--- src/rtl/burst_mem_pkg.sv ---
// Shared constants and types for the 4-beat x 64-bit burst memory responder.
package burst_mem_pkg;
  localparam int BEAT_W      = 64;
  localparam int BEATS       = 4;
  localparam int LINE_W      = 256;
  localparam int OFFSET_BITS = 5;

  typedef enum logic [1:0] {IDLE, WAIT, BURST, DONE} burst_state_t;
  typedef enum logic {OP_READ, OP_WRITE} burst_op_t;
endpackage

--- src/rtl/burst_mem_array.sv ---
// Line storage: 2**IDX_BITS lines of BEATS x BEAT_W, beat-granular write, combinational beat read.
module burst_mem_array
  import burst_mem_pkg::*;
#(
  parameter int IDX_BITS = 4
) (
  input  logic                clk,
  input  logic [IDX_BITS-1:0] rd_idx,
  input  logic [1:0]          rd_beat,
  output logic [BEAT_W-1:0]   rd_data,
  input  logic                wr_en,
  input  logic [IDX_BITS-1:0] wr_idx,
  input  logic [1:0]          wr_beat,
  input  logic [BEAT_W-1:0]   wr_data
);
  localparam int DEPTH = 1 << IDX_BITS;

  logic [BEATS-1:0][BEAT_W-1:0] mem [DEPTH];

  always_ff @(posedge clk) begin
    if (wr_en) mem[wr_idx][wr_beat] <= wr_data;
  end

  assign rd_data = mem[rd_idx][rd_beat];
endmodule

--- src/rtl/burst_mem_responder.sv ---
// Single-outstanding burst memory responder: accept, wait LATENCY cycles, 4 resp beats, then wait for release.
module burst_mem_responder
  import burst_mem_pkg::*;
#(
  parameter int IDX_BITS = 4,
  parameter int LATENCY  = 3
) (
  input  logic              clk,
  input  logic              reset_n,
  input  logic [31:0]       address_i,
  input  logic              read_i,
  input  logic              write_i,
  input  logic [BEAT_W-1:0] burst_i,
  output logic [BEAT_W-1:0] burst_o,
  output logic              resp_o,
  output logic              error_o
);
  localparam logic [7:0] LAT_LOAD = 8'(LATENCY - 1);

  burst_state_t        state_q, state_nxt;
  burst_op_t           op_q, op_nxt;
  logic [IDX_BITS-1:0] idx_q, idx_nxt;
  logic [7:0]          lat_q, lat_nxt;
  logic [1:0]          beat_q, beat_nxt;
  logic                drop_q, drop_nxt;
  logic                err_q, err_nxt;
  logic                req_held;
  logic [BEAT_W-1:0]   rd_data;
  logic                wr_en;
  logic                unused_addr;

  // Only the line index bits matter; offset and upper bits alias.
  assign unused_addr = ^{address_i[31:OFFSET_BITS+IDX_BITS], address_i[OFFSET_BITS-1:0]};

  // The request line that must stay high for the latched op.
  assign req_held = (op_q == OP_WRITE) ? write_i : read_i;

  always_ff @(posedge clk or negedge reset_n) begin
    if (!reset_n) begin
      state_q <= IDLE;
      op_q    <= OP_READ;
      idx_q   <= '0;
      lat_q   <= '0;
      beat_q  <= '0;
      drop_q  <= 1'b0;
      err_q   <= 1'b0;
    end else begin
      state_q <= state_nxt;
      op_q    <= op_nxt;
      idx_q   <= idx_nxt;
      lat_q   <= lat_nxt;
      beat_q  <= beat_nxt;
      drop_q  <= drop_nxt;
      err_q   <= err_nxt;
    end
  end

  always_comb begin
    state_nxt = state_q;
    op_nxt    = op_q;
    idx_nxt   = idx_q;
    lat_nxt   = lat_q;
    beat_nxt  = beat_q;
    drop_nxt  = drop_q;
    err_nxt   = 1'b0;
    case (state_q)
      IDLE: begin
        if (read_i && write_i) begin
          err_nxt = 1'b1;
        end else if (read_i || write_i) begin
          state_nxt = WAIT;
          op_nxt    = write_i ? OP_WRITE : OP_READ;
          idx_nxt   = address_i[OFFSET_BITS +: IDX_BITS];
          lat_nxt   = LAT_LOAD;
        end
      end
      WAIT: begin
        if (!req_held) begin
          state_nxt = IDLE;
        end else if (lat_q == 8'd0) begin
          state_nxt = BURST;
          beat_nxt  = 2'd0;
          drop_nxt  = 1'b0;
        end else begin
          lat_nxt = lat_q - 8'd1;
        end
      end
      BURST: begin
        // A mid-burst drop is remembered and reported once after the last beat.
        beat_nxt = beat_q + 2'd1;
        if (!req_held) drop_nxt = 1'b1;
        if (beat_q == 2'd3) begin
          state_nxt = DONE;
          err_nxt   = drop_q | ~req_held;
        end
      end
      DONE: begin
        if (!read_i && !write_i) state_nxt = IDLE;
      end
      default: state_nxt = IDLE;
    endcase
  end

  assign wr_en   = (state_q == BURST) && (op_q == OP_WRITE);
  assign resp_o  = (state_q == BURST);
  assign burst_o = ((state_q == BURST) && (op_q == OP_READ)) ? rd_data : '0;
  assign error_o = err_q;

  burst_mem_array #(.IDX_BITS(IDX_BITS)) u_array (
    .clk    (clk),
    .rd_idx (idx_q),
    .rd_beat(beat_q),
    .rd_data(rd_data),
    .wr_en  (wr_en),
    .wr_idx (idx_q),
    .wr_beat(beat_q),
    .wr_data(burst_i)
  );
endmodule

--- config.mk ---
export PLATFORM = sky130hd
export DESIGN_NAME = burst_mem_responder
export DESIGN_NICKNAME = d
export VERILOG_FILES = /design/src/rtl/burst_mem_pkg.sv /design/src/rtl/burst_mem_array.sv /design/src/rtl/burst_mem_responder.sv
export SDC_FILE = /design/constraint.sdc
export NUM_CORES = 2
export LEC_CHECK = 0
export BUFFER_PORTS_ARGS = -buffer_cell sky130_fd_sc_hd__buf_2
export CAP_MARGIN = 0
export CORE_MARGIN = 3
export CORE_UTILIZATION = 45
export CTS_CLUSTER_SIZE = 28
export DETAILED_ROUTE_END_ITERATION = 8
export GPL_TIMING_DRIVEN = 0
export PLACE_DENSITY_LB_ADDON = 0.08
export SYNTH_ARGS = -nofsm -noshare
export SYNTH_HDL_FRONTEND = slang
export SYNTH_SLANG_ARGS = --single-unit
--- constraint.sdc ---
create_clock -name clk -period 6.32 [get_ports clk]
set_input_delay 0.632 -clock clk [delete_from_list [all_inputs] [get_ports clk]]
set_output_delay 0.632 -clock clk [all_outputs]
set_load 0.02 [all_outputs]
; Word level (Yosys, flattened, before mapping)
; Memory sizes are Yosys's and may differ from the RTL's.
; Index checks and enable logic that the tools add are counted.
[totals]
regBits = 19
in_bits = 100
memories = 1
out_inout_bits = 66
ramBits = 4096
word_cells = 77
[classes]
n_addsub = 2
n_eq_ne = 13
n_bitwise = 4
magnitude_cmp = 2
n_reduce_logical = 17
muxes = 31
[mem_list]
columns = name, words, word_bits, rd, rd_ports_with_merged_regs, write_ports, line
row1 = u_array.mem, 16, 256, 1, 0, 1, burst_mem_array.sv:18  ; logic [BEATS-1:0][BEAT_W-1:0] mem [DEPTH];
[op_table]
columns = op, count
row1 = $mux W256, 1
row2 = $mux W64, 3
row3 = $bmux W64 S2, 1
row4 = $demux W64 S2, 1
row5 = $mux W8, 4
row6 = $mux W2, 8
row7 = $pmux W8 S2, 1
row8 = $ne A2 B2 Y1 const B, 7
row9 = $reduce_and A5 Y1, 2
row10 = $logic_not A8 Y1, 1
row11 = $mux W1, 8
row12 = $pmux W2 S4, 1
row13 = $sub A8 B1 Y8 const B, 1
row14 = $eq A2 B2 Y1 const B, 3
row15 = $reduce_and A3 Y1, 2
row16 = $logic_and A1 B1 Y1, 5
row17 = $pmux W1 S2, 2
row18 = $pmux W2 S2, 1
row19 = $reduce_and A4 Y1, 1
row20 = $reduce_bool A2 Y1, 2
row21 = $lt A2 B3 Y1 const B, 1
row22 = $ne A3 B3 Y1 const B, 1
row23 = $not A1 Y1, 3
row24 = $add A2 B1 Y2 const B, 1
row25 = other kinds (7), 8

; Longest topological paths before layout
[depth]
depth_word = 5
ltp_mapped = 10
ltp_nobuf = 7

; Hierarchy
; From an unflattened synthesis, not the netlist that was laid out.
[hier_totals]
hier_cells = 6613
hier_area_um2 = 155892.0
[by_module_without_submodules]
columns = module, cells_each, seq_area_each_um2, n_inst, area_per_inst_um2
row1 = burst_mem_array, 6448, 122998.0, 1, 154479.4
row2 = burst_mem_responder, 165, 475.5, 1, 1412.6

; Least setup slack after synthesis
; OpenSTA, ideal clock, no wires.
[synth_path]
path_type = register -> register
start = reg idx_q[1]
end = mem u_array.mem[11][0] in the netlist's numbering, enable pin
slack_ps = -211
path_buffers = 6
synth_period_minus_slack_ps = 6531
stages_incl_launch_ff = 9
setup_ps = 564
required_ps = 5756
arrival_time_ps = 5966
path_cell_list = dfrtp_1 buf_6 buf_6 buf_6 buf_2 buf_2 nand2_1 clkbuf_1 nor3_1
[synth_rtl]
columns = element, line
row1 = start: declaration, burst_mem_responder.sv:22  ; logic [IDX_BITS-1:0] idx_q, idx_nxt;
row2 = start signal: assignment, burst_mem_responder.sv:50  ; idx_q <= idx_nxt;
row3 = end: declaration, burst_mem_array.sv:18
; Straight into the memory's write port.

; Final worst setup path
[layout_path]
start = reg idx_q[2]
end = out burst_o[61]
[layout_between]
elab_chain_len = 4
[layout_lines]
columns = element, line
row1 = $mem_v2 Z16 W256, n/a
row2 = $bmux W64 S2, burst_mem_array.sv:24  ; assign rd_data = mem[rd_idx][rd_beat];
row3 = $mux W64 (implied by the code), burst_mem_array.sv:24
row4 = $mux W64, burst_mem_responder.sv:106  ; assign burst_o = ((state_q == BURST) && (op_q == OP_READ)) ? rd_data : '0;
row5 = end: declaration, burst_mem_responder.sv:14  ; output logic [BEAT_W-1:0] burst_o,
; No other way between the ends. The select of a mux whose other input is x is not followed.

==> results.txt <==
- The number of global-route vias before repair was about 82000.
- Effective utilization at floorplan: roughly 45%
* Worst min-delay path endpoint: idx_q[1]
* Final Hold Violating Endpoints: 0
* Total grt overflow: 0
* Fmax: approximately 160 MHz
- The clock arrives with 0.06575 ns of skew.
* Count of flip-flops with a built-in enable after synthesis: 4096
- The clock reaches the later pin of the worst-skew pair after slightly below 1 ns.
* Number of maximum-capacitance constraint violations: 1
* Number of routed nets with antenna violations: 0
- Cells with a size suffix above 1 make up 28.98% of the layout.
- Entering global routing, the biggest net connects 65 pins.
- Cts bufs inserted: between 400 and 500
- The endpoint identified for the worst register-to-register timing path is u_array.mem[7][171].
* Register area share after synthesis: around four fifths
* Max-slew violation count: 0
- Row count: 216
- Element type at the critical path start: register
- Overall track demand over capacity in global routing: 27.89%
- Of the available clock period, the critical path in the final layout requires 99.68%.
- Yosys printed 0 warnings.
- For the worst flop-to-flop path, the logic depth is 15.
* Post-synthesis cell type with the largest combined area: sky130_fd_sc_hd__edfxtp_1
- Clock tree from TritonCTS: done
- GP Congestion: between 0.8 and 0.9
- Headroom to the max-slew limit came out at ~1.2%.
* Total I/O pin count: approximately 170
* Number of nets in the synthesized netlist: around 7300
- Number of placed instances, taps included: 12510
- In this run the worst hold path is classified as input pin to register.
- In this run the horizontal extent of the chip is a little under 600 um.
- Die Height: 596.6 um
- Min cycle time layout: 6.300 ns
- The run finished, with violations left.
* Total Routed Length: roughly 500000 um
- After synthesis, the share of flip-flops with an asynchronous set or reset is 0.4617%.
- In the synthesized netlist the dominant register cell turns out to be sky130_fd_sc_hd__edfxtp_1.
- Critical Path End Type: output pin
* Most repeated cell in the gate-level netlist after synthesis: sky130_fd_sc_hd__edfxtp_1
- The share of synthesized area in the top cell type comes to roughly four fifths.
- By area the synthesized netlist is led by sky130_fd_sc_hd__edfxtp_1 78%, sky130_fd_sc_hd__mux4_2 10%, sky130_fd_sc_hd__mux2i_1 4.3%, sky130_fd_sc_hd__o22ai_1 0.76%, sky130_fd_sc_hd__buf_2 0.67%.
- The first global-routing pass estimated ~680000 um of wire.
- Category of the critical setup timing path: register to output pin
- Data arrives at the worst endpoint at ~5.7 ns.
* Syn Inst Count: between 7000 and 8000
- After routing the design area is ~0.19 mm2.
- Clock Root Buffer: sky130_fd_sc_hd__clkbuf_16
* Power density cells: 422.3 mW/mm2
- CTS H-tree lvls: 5
- Commonest cells in the netlist: 4096 x sky130_fd_sc_hd__edfxtp_1, 731 x sky130_fd_sc_hd__mux4_2, 674 x sky130_fd_sc_hd__mux2i_1, 210 x sky130_fd_sc_hd__buf_2, 190 x sky130_fd_sc_hd__o22ai_1
- For the pin with the worst max-slew slack, the measured transition is roughly 1.5 ns.
- The worst register-to-register path has a setup slack of between 0.9 and 1 ns.
- RSZ-0062 raised after global routing: no
* Clock-pin transition on the worst setup and hold timing paths: about 0.06 ns
* Total cell area at the placement stage: roughly 0.17 mm2
- Cells on Worst Hold Path: 2
- The netlist uses 51 different library cells.
- Across the VDD grid, the largest voltage drop is between 200 and 300 uV.
- Detailed Routing Iterations Pass 1: 6
* Lkg Pwr: around 60 nW
* Count of unresolved DRC violations after routing: 0
- Worst path required time: around 5.7 ns
- Counting the fill cells in the layout gives about 27000.
* Finished Layout Cells: ~13000
* Average wire per cell in the routed design: approximately 38 um
* Num Clock Sinks: between 4000 and 5000
- Input/output buffers: 137
* Synthesized area per cell: around 22 um2
- Per-cell via count in the routed design: roughly 6.2
- Initial antenna violation count: 40
- Launch point of the worst hold path: address_i[6]
- Final setup margin: 0.02022 ns
* Estimated wirelength of the detail-placed design: roughly 360000 um
- In this run the cell area of the synthesized design comes to about 0.16 mm2.
* Area added between synthesis and finish: 17.90%
- Max Buffers Root-to-Sink: 4
- Timing analysis after detailed placement gives a worst setup slack of ~0.7 ns.
- The startpoint identified for the worst register-to-register timing path is idx_q[0].
- Violations in the final reports: max-capacitance violations
- Endpoints failing setup: 0
- At the end of the flow, the number of nets in the layout was 8484.
- Overall via count from detail_route: between 80000 and 90000
- Buffers added to address setup during post-CTS repair amount to 0.
- The core region is 0.3467 mm2.
* Critical path peak fanout: 10
* Total die area: 0.3559 mm2
- Total of flip-flops plus latches after synthesis: 4115
* DRC violation total after the first TritonRoute iteration: approximately 11000
cells in the final DEF, fill, tap and decap left out, types with 41 or more instances in the layout:
| cell | netlist | layout |
|---|---|---|
| sky130_fd_sc_hd__edfxtp_1 | 4096 | 4096 |
| sky130_fd_sc_hd__buf_6 | 19 | 545 |
| sky130_fd_sc_hd__nand2_1 | 70 | 70 |
| sky130_fd_sc_hd__buf_8 | 0 | 62 |
| sky130_fd_sc_hd__clkbuf_16 | 0 | 441 |
| sky130_fd_sc_hd__clkinv_2 | 0 | 83 |
| sky130_fd_sc_hd__mux4_2 | 731 | 731 |
| sky130_fd_sc_hd__buf_2 | 210 | 340 |
| sky130_fd_sc_hd__buf_4 | 44 | 102 |
| sky130_fd_sc_hd__clkinv_1 | 2 | 86 |
| sky130_fd_sc_hd__mux2i_1 | 674 | 674 |
| sky130_fd_sc_hd__a22o_1 | 58 | 58 |
| sky130_fd_sc_hd__o221ai_1 | 74 | 74 |
| sky130_fd_sc_hd__a21oi_1 | 90 | 90 |
| sky130_fd_sc_hd__a22oi_1 | 126 | 126 |
| sky130_fd_sc_hd__nor3_1 | 107 | 41 |
| sky130_fd_sc_hd__o22ai_1 | 190 | 190 |
| sky130_fd_sc_hd__o21ai_0 | 69 | 65 |
| sky130_fd_sc_hd__nor3_2 | 0 | 66 |
| sky130_fd_sc_hd__clkbuf_1 | 152 | 249 |
| sky130_fd_sc_hd__a211oi_1 | 109 | 109 |
| sky130_fd_sc_hd__nor2_1 | 52 | 52 |
final cells by class:
cell class / instances / area, um2 / share of cell area (%)
Antenna cell: 27 / 67.56 / 0.03651
Multi-Input combinational cell: 2590 / 31680 / 17.12
Sequential cell: 4115 / 123500 / 66.73
Clock inverter: 245 / 2232 / 1.206
Buffer: 441 / 2238 / 1.210
Clock buffer: 549 / 11440 / 6.183
Timing Repair Buffer: 788 / 8148 / 4.403
Inverter: 9 / 33.78 / 0.01826
Tap cell: 4578 / 5728 / 3.096
through the flow:
stage,util [%],power [mW],hold slack (ns),setup TNS (ns)
3_5_place_dp,49.34,53.94,0.4967,0
5_1_grt,53.35,80.48,0.03115,0
3_3_place_gp,47.11,53.39,0.4935,-
6_report,53.37,78.15,0.06908,0
4_1_cts,53.29,78.55,0.02023,0
2_1_floorplan,-,43.84,0.3364,-262.06
registers in the layout, summed over array words and instances, names as in the netlist, named ones only:
register,count
beat_q,2
drop_q,1
error_o,1
idx_q,4
lat_q,8
op_q,1
state_q,1
u_array.mem,4096
per-layer routing:
layer | global-route usage (%) | up-vias | share of wire [%]
li1 | - | 33070 | -
met1 | 39.53 | 44670 | 41
met2 | 43.28 | 3893 | 46
met3 | 5.358 | 760 | 8.3
met4 | 10.27 | 10 | 4.1
met5 | 0 | - | 0.012
what timing repair did:
item                       in CTS  in global routing
setup endpoints to repair      28                  1
resized for setup               2                  1
hold endpoints to repair       20                  0
hold buffers                    2                  0
power breakdown:
part	internal [mW]	switching, mW	total, mW
Clock	14.3	10.5	24.8
Sequential	30.2	0.0676	30.2
Combinational	8.07	15.1	23.1
worst max-delay path by stage:
stage	from	endpoint	slack, ns	cells past startpoint
global route	idx_q[3]	burst_o[11]	0.01	9
floorplan	idx_q[1]	u_array.mem[11][0]	-0.21	8
CTS	idx_q[3]	burst_o[11]	0.001	9
detailed placement	beat_q[0]	burst_o[29]	0.69	8
global placement	idx_q[0]	u_array.mem[3][141]	-10.62	8
finish	idx_q[2]	burst_o[61]	0.02	8
critical path, cell delays in order, from the launching register on:
cell and delay, ns:
sky130_fd_sc_hd__dfrtp_1 0.37, sky130_fd_sc_hd__buf_2 0.54, sky130_fd_sc_hd__clkbuf_1 1.06, sky130_fd_sc_hd__nand3b_1 1.12, sky130_fd_sc_hd__buf_2 0.54, sky130_fd_sc_hd__o22ai_1 0.16
sky130_fd_sc_hd__nor3_1 0.17, sky130_fd_sc_hd__a22o_1 0.42, sky130_fd_sc_hd__buf_2 0.21
logic make-up after synthesis:
kind of cell	Yosys count	share of synthesized area, %
adders and majority gates	8	0.06378
buffers and inverters	451	1.442
xor gates and xnor gates	6	0.03348
DFF	4115	78.67
muxes	1433	14.99
AOI/OAI and AO/OA	878	4.013
and+or+nand+nor	265	0.7860
Note: power is estimated with default switching activity, not from simulation.
